**config.mk**
```make
export PLATFORM = sky130hd
export DESIGN_NAME = dmem_arbiter
export DESIGN_NICKNAME = d
export VERILOG_FILES = /design/src/rtl/dmem_arbiter_pkg.sv /design/src/rtl/dmem_starve_cnt.sv /design/src/rtl/dmem_arbiter.sv
export SDC_FILE = /design/constraint.sdc
export NUM_CORES = 1
export LEC_CHECK = 0
export BUFFER_PORTS_ARGS = -buffer_cell sky130_fd_sc_hd__buf_2
export CAP_MARGIN = 10
export CELL_PAD_IN_SITES_DETAIL_PLACEMENT = 0
export CELL_PAD_IN_SITES_GLOBAL_PLACEMENT = 2
export CORE_ASPECT_RATIO = 1.2
export CORE_MARGIN = 8
export CORE_UTILIZATION = 22
export DETAILED_ROUTE_END_ITERATION = 8
export PLACE_DENSITY_LB_ADDON = 0.1
export SYNTH_ARGS = -nofsm -noshare
export SYNTH_HDL_FRONTEND = slang
export SYNTH_SLANG_ARGS = --single-unit
```
**constraint.sdc**
```tcl
create_clock -name clk -period 3.74 [get_ports clk]
set_input_delay 1.122 -clock clk [delete_from_list [all_inputs] [get_ports clk]]
set_output_delay 1.122 -clock clk [all_outputs]
set_load 0.02 [all_outputs]
```
**src/rtl/dmem_arbiter_pkg.sv**
```systemverilog
// Shared types and widths for the data-memory arbiter between the MEM stage and the burst loader.
package dmem_arbiter_pkg;

    localparam int unsigned ADR_WIDTH  = 32;
    localparam int unsigned DATA_WIDTH = 32;
    localparam int unsigned WORD_BYTES = 4;

    typedef enum logic [1:0] {BIdle, BRun, BDone} b_state_t;

    // A burst is only legal with a non-zero length and a word-aligned start address.
    function automatic logic burst_req_ok(logic len_nonzero, logic [1:0] addr_lsb);
        return len_nonzero && (addr_lsb == 2'b00);
    endfunction

endpackage

```
**src/rtl/dmem_starve_cnt.sv**
```systemverilog
// Saturating wait counter: counts denied cycles of a pending loader beat up to Limit.
module dmem_starve_cnt #(
    parameter int unsigned Limit = 4
) (
    input  logic clk_i,
    input  logic rst_ni,
    input  logic clr_i,
    input  logic inc_i,
    output logic at_limit_o
);

    localparam int unsigned CntWidth = $clog2(Limit + 1);

    logic [CntWidth-1:0] cnt_d, cnt_q;

    always_comb begin
        cnt_d = cnt_q;
        if (clr_i) begin
            cnt_d = '0;
        end else if (inc_i && (cnt_q != CntWidth'(Limit))) begin
            cnt_d = cnt_q + 1'b1;
        end
    end

    always_ff @(posedge clk_i) begin
        if (!rst_ni) begin
            cnt_q <= '0;
        end else begin
            cnt_q <= cnt_d;
        end
    end

    assign at_limit_o = (cnt_q == CntWidth'(Limit));

endmodule

```
**src/rtl/dmem_arbiter.sv**
```systemverilog
// Single-port data memory arbiter: pipeline port A has combinational priority, loader port B
// runs word bursts and is forced through after STARVE_LIMIT denied cycles.
module dmem_arbiter
    import dmem_arbiter_pkg::*;
#(
    parameter int unsigned STARVE_LIMIT = 4,
    parameter int unsigned LEN_WIDTH    = 6
) (
    input  logic                  clk,
    input  logic                  rst_n,
    input  logic                  a_read,
    input  logic                  a_write,
    input  logic [ADR_WIDTH-1:0]  a_addr,
    input  logic [DATA_WIDTH-1:0] a_wdata,
    output logic [DATA_WIDTH-1:0] a_rdata,
    output logic                  a_stall,
    input  logic                  b_req,
    input  logic                  b_we,
    input  logic [ADR_WIDTH-1:0]  b_addr,
    input  logic [LEN_WIDTH-1:0]  b_len,
    output logic                  b_ack,
    input  logic [DATA_WIDTH-1:0] b_wdata,
    output logic                  b_wnext,
    output logic [DATA_WIDTH-1:0] b_rdata,
    output logic                  b_rvalid,
    output logic                  b_done,
    output logic                  b_err,
    output logic                  mem_read,
    output logic                  mem_write,
    output logic [ADR_WIDTH-1:0]  mem_addr,
    output logic [DATA_WIDTH-1:0] mem_wdata,
    input  logic [DATA_WIDTH-1:0] mem_rdata
);

    b_state_t              state_q;
    logic [ADR_WIDTH-1:0]  cur_addr_q;
    logic [LEN_WIDTH-1:0]  remain_q;
    logic                  dir_q;
    logic                  b_ack_q, b_err_q, b_done_q, b_rvalid_q;
    logic [DATA_WIDTH-1:0] b_rdata_q;

    logic a_active, grant_b, wait_clr, wait_inc, at_limit;

    dmem_starve_cnt #(
        .Limit(STARVE_LIMIT)
    ) u_starve_cnt (
        .clk_i     (clk),
        .rst_ni    (rst_n),
        .clr_i     (wait_clr),
        .inc_i     (wait_inc),
        .at_limit_o(at_limit)
    );

    // Everything towards memory is gated by reset so an interrupted beat never half-writes.
    always_comb begin
        a_active  = a_read | a_write;
        grant_b   = rst_n && (state_q == BRun) && (!a_active || at_limit);
        a_stall   = a_active & grant_b;
        wait_clr  = grant_b || (state_q != BRun) || !rst_n;
        wait_inc  = a_active && !grant_b;
        b_wnext   = grant_b & dir_q;
        if (grant_b) begin
            mem_read  = !dir_q;
            mem_write = dir_q;
            mem_addr  = cur_addr_q;
            mem_wdata = b_wdata;
        end else begin
            mem_read  = rst_n & a_read & ~a_write;
            mem_write = rst_n & a_write;
            mem_addr  = a_addr;
            mem_wdata = a_wdata;
        end
    end

    always_ff @(posedge clk) begin
        if (!rst_n) begin
            state_q    <= BIdle;
            cur_addr_q <= '0;
            remain_q   <= '0;
            dir_q      <= 1'b0;
            b_ack_q    <= 1'b0;
            b_err_q    <= 1'b0;
            b_done_q   <= 1'b0;
            b_rvalid_q <= 1'b0;
            b_rdata_q  <= '0;
        end else begin
            b_ack_q    <= 1'b0;
            b_err_q    <= 1'b0;
            b_done_q   <= 1'b0;
            b_rvalid_q <= 1'b0;
            case (state_q)
                BIdle: begin
                    // The requester drops b_req only once it sees b_ack, so skip that cycle.
                    if (b_req && !b_ack_q) begin
                        b_ack_q <= 1'b1;
                        if (burst_req_ok(b_len != '0, b_addr[1:0])) begin
                            cur_addr_q <= b_addr;
                            remain_q   <= b_len;
                            dir_q      <= b_we;
                            state_q    <= BRun;
                        end else begin
                            b_err_q <= 1'b1;
                        end
                    end
                end
                BRun: begin
                    if (grant_b) begin
                        cur_addr_q <= cur_addr_q + ADR_WIDTH'(WORD_BYTES);
                        remain_q   <= remain_q - 1'b1;
                        if (!dir_q) begin
                            b_rdata_q  <= mem_rdata;
                            b_rvalid_q <= 1'b1;
                        end
                        if (remain_q == LEN_WIDTH'(1)) begin
                            b_done_q <= 1'b1;
                            state_q  <= BDone;
                        end
                    end
                end
                BDone:   state_q <= BIdle;
                default: state_q <= BIdle;
            endcase
        end
    end

    assign a_rdata  = mem_rdata;
    assign b_ack    = b_ack_q;
    assign b_err    = b_err_q;
    assign b_done   = b_done_q;
    assign b_rvalid = b_rvalid_q;
    assign b_rdata  = b_rdata_q;

endmodule

```
==> impl_metrics.csv <==
group,metric,value,unit
status,status,"finished, final reports clean",
timing,finalSetupTns,0,ps
run,drv_cap,0,
final_layout,final_common_cell,"buf_2",
timing,rsz0062_at_grt,"false",
synthesis,synth_area_leaders,"dfxtp_1, mux2_2, nand2_1, a21oi_1, buf_4",
timing,timing.final.max_slew_violations,0,
worst_setup_path,r2r_end,"cur_addr_q[22]",
global_routing,grt_overflow,0,
worst_setup_path,slowest_stage,"a2bb2oi_1",
worst_setup_path,endpoint_kind,"output pin",
floorplan,die_h,180,µm
timing,skew,8.61,ps
placed_design,pre_cts_slack,79.9,ps
pwr,p_per_area,324,nW/µm²
worst_setup_path,crit_start,"a_write",
route,drt_wl_total,20.8,mm
route,wl_per_cell,18.0,µm
worst_setup_path,worstPathMaxFanout,21,
route,viasPerCell,4.69,
timing,fin_crit_sh,0.978,
worst_setup_path,cp-start-kind,"input pin",
timing,relSlewSlack,0.350,
cts,cts_resized,0,
cts,cts_hold_buf,0,
floorplan,ios,308,
global_routing,grt_pass1_vias,5400,
floorplan,dieArea,27400,µm²
worst_setup_path,reg2regPathDepth,9,
worst_setup_path,crit_chain,"buf_2, a2bb2oi_1, nor2_4, buf_4, mux2_2, buf_2",
timing,timing.fmax,273,MHz
placed_design,place_congestion,0.780,
route,ant_nets,0,
floorplan,row_count,60,
global_routing,grt_max_degree,45,
synthesis,ys_ff_latch,80,
synthesis,ys_seq_area_frac,0.326,
synthesis,yosysTopAreaCell,"dfxtp_1",
worst_setup_path,cp.required,2620,ps
synthesis,synth_edf_count,0,
synthesis,synth-async-reset-ratio,0,
synthesis,syn-num-nets,794,
worst_setup_path,rrSetupSlack,1210,ps
timing,setup_ws,83.0,ps
cts,post_cts_buffers,0,
floorplan,start_util,0.222,
worst_hold_path,min_to,"b_rdata[22]",
worst_hold_path,min_from,"b_rdata[22]",
floorplan,die_w,152,µm
cts,cts_buffers,9,
cts,cts_buffer_depth,2,
synthesis,syn_area_per_cell,7.96,µm²
floorplan,fp.coreArea,22100,µm²
synthesis,ys_warn_count,0,
final_layout,final_cell_mix,"buf_2, nand2_1, dfxtp_1, a21oi_1, mux2_2",
route,first_iter_violations,227,
cts,worstSkewPairLatency,340,ps
global_routing,antenna_found_initial,2,
final_layout,drive_gt1_frac,0.475,
route,drc,0,
pwr,p_leak,2.99,nW
placed_design,portBuffers,307,
worst_setup_path,cp.arrival,2540,ps
cts,cts_sinks,80,
pwr,finalPower,2.20,mW
global_routing,grt_first_pass_wirelength,31.9,mm
timing,finalSetupViolations,0,
final_layout,num-nets-final,1049,
placed_design,detailed_place_hpwl,16.3,mm
synthesis,syn_inst,617,
worst_setup_path,crit_top_cell,"buf_2",
worst_setup_path,cpPeakStageDelay,450,ps
route,num_vias,5437,
synthesis,ys_types,61,
final_layout,syn2layout_area_growth,38.5,%
synthesis,synth_top_area_frac,0.326,
worst_setup_path,crit_family,"buffers and inverters",
worst_setup_path,timing.rr.start,"u_starve_cnt.cnt_q[0]",
global_routing,grt_use_total,0.146,
final_layout,fillers,2399,
worst_setup_path,critical_path_class,"input pin to output pin",
cts,cts_tree,"yes",
worst_hold_path,hold_class,"flip-flop to flip-flop",
route,firstDrtPassIters,4,
cts,clk_pin_slew,60,ps
timing,hold_violations,0,
timing,min_period,3660,ps
synthesis,synth_ff_type,"dfxtp_1",
cts,htree_levels,3,
pwr,vdd_drop_max,0.189,mV
worst_hold_path,hold_depth,2,
synthesis,syn_area,4910,µm²
cts,cts-root-buf,"clkbuf_16",
timing,tightest_slew,971,ps
worst_setup_path,path_buf_inv,3,
[state kept, by name, indices dropped and copies added (netlist names)]
signal,flops
b_rdata,32
cur_addr_q,32
remain_q,6
u_starve_cnt.cnt_q,3
state_q,2
b_ack,1
b_done,1
b_err,1
b_rvalid,1
dir_q,1
[cell usage after synthesis, types with 10 or more instances]
library cell / number
a21oi_1: 70
buf_2: 13
buf_4: 32
clkbuf_1: 31
dfxtp_1: 80
mux2_2: 65
nand2_1: 111
nand3_1: 10
nand4_1: 17
nor2_1: 41
nor3_1: 11
o21ai_0: 11
o22ai_1: 10
[cells by family (layout without fill, tap and decap cells)]
family	Yosys count	in the layout	share of synthesized area
XOR/XNOR	1	1	0.00178
other	0	3	0
AND/OR/NAND/NOR	236	236	0.231
adder cells (fa/ha/maj)	5	5	0.0127
buffers and inverters	85	345	0.0927
AO/OA/AOI/OAI	144	144	0.184
multiplexers	66	66	0.151
flip-flops	80	80	0.326
[per-stage QoR]
step	area, µm²	cells	hold slack (ps)	utilization
6_report	6800	1159	451	0.307
5_1_grt	6800	1156	466	0.307
4_1_cts	6800	1156	450	0.307
3_5_place_dp	6520	1140	440	0.294
3_3_place_gp	6520	1140	430	0.294
2_1_floorplan	4910	617	417	-
[where the power goes]
group / internal (mW) / switching [mW]
clock: 0.456 / 0.397
combinational: 0.191 / 0.248
sequential: 0.877 / 0.0340
total: 1.52 / 0.679
[tightest hold or removal path: cells and delay by family, from the launching register on]
kind,cells,cell delay (ps)
AO/OA/AOI/OAI,1,50
flip-flops,1,310
AND/OR/NAND/NOR,1,50
[layout make-up]
class	instances	area, µm²	area share
Multi-Input combinational cell	452	2870	0.422
Timing Repair Buffer	321	1670	0.245
Sequential cell	80	1600	0.235
Tap cell	279	349	0.0513
Clock buffer	9	225	0.0331
Clock inverter	7	53.8	0.00791
Inverter	8	30.0	0.00441
Antenna cell	3	7.51	0.00110
[worst max-delay path by stage]
stage / endpoint / slack (ps) / cells past startpoint
2_1_floorplan: mem_read / 130 / 4
6_report: mem_wdata[27] / 80 / 6
3_3_place_gp: mem_addr[6] / 130 / 6
5_1_grt: mem_wdata[28] / 20 / 6
3_5_place_dp: mem_wdata[27] / 80 / 6
4_1_cts: mem_wdata[27] / 70 / 6
[per-layer routing]
metal / share of wire / global-route usage
met1: 0.44 / 0.175
met2: 0.48 / 0.246
met3: 0.065 / 0.0396
met4: 0.016 / 0.0481
met5: 0.00062 / 0
Power figures use the tool's default switching activity.
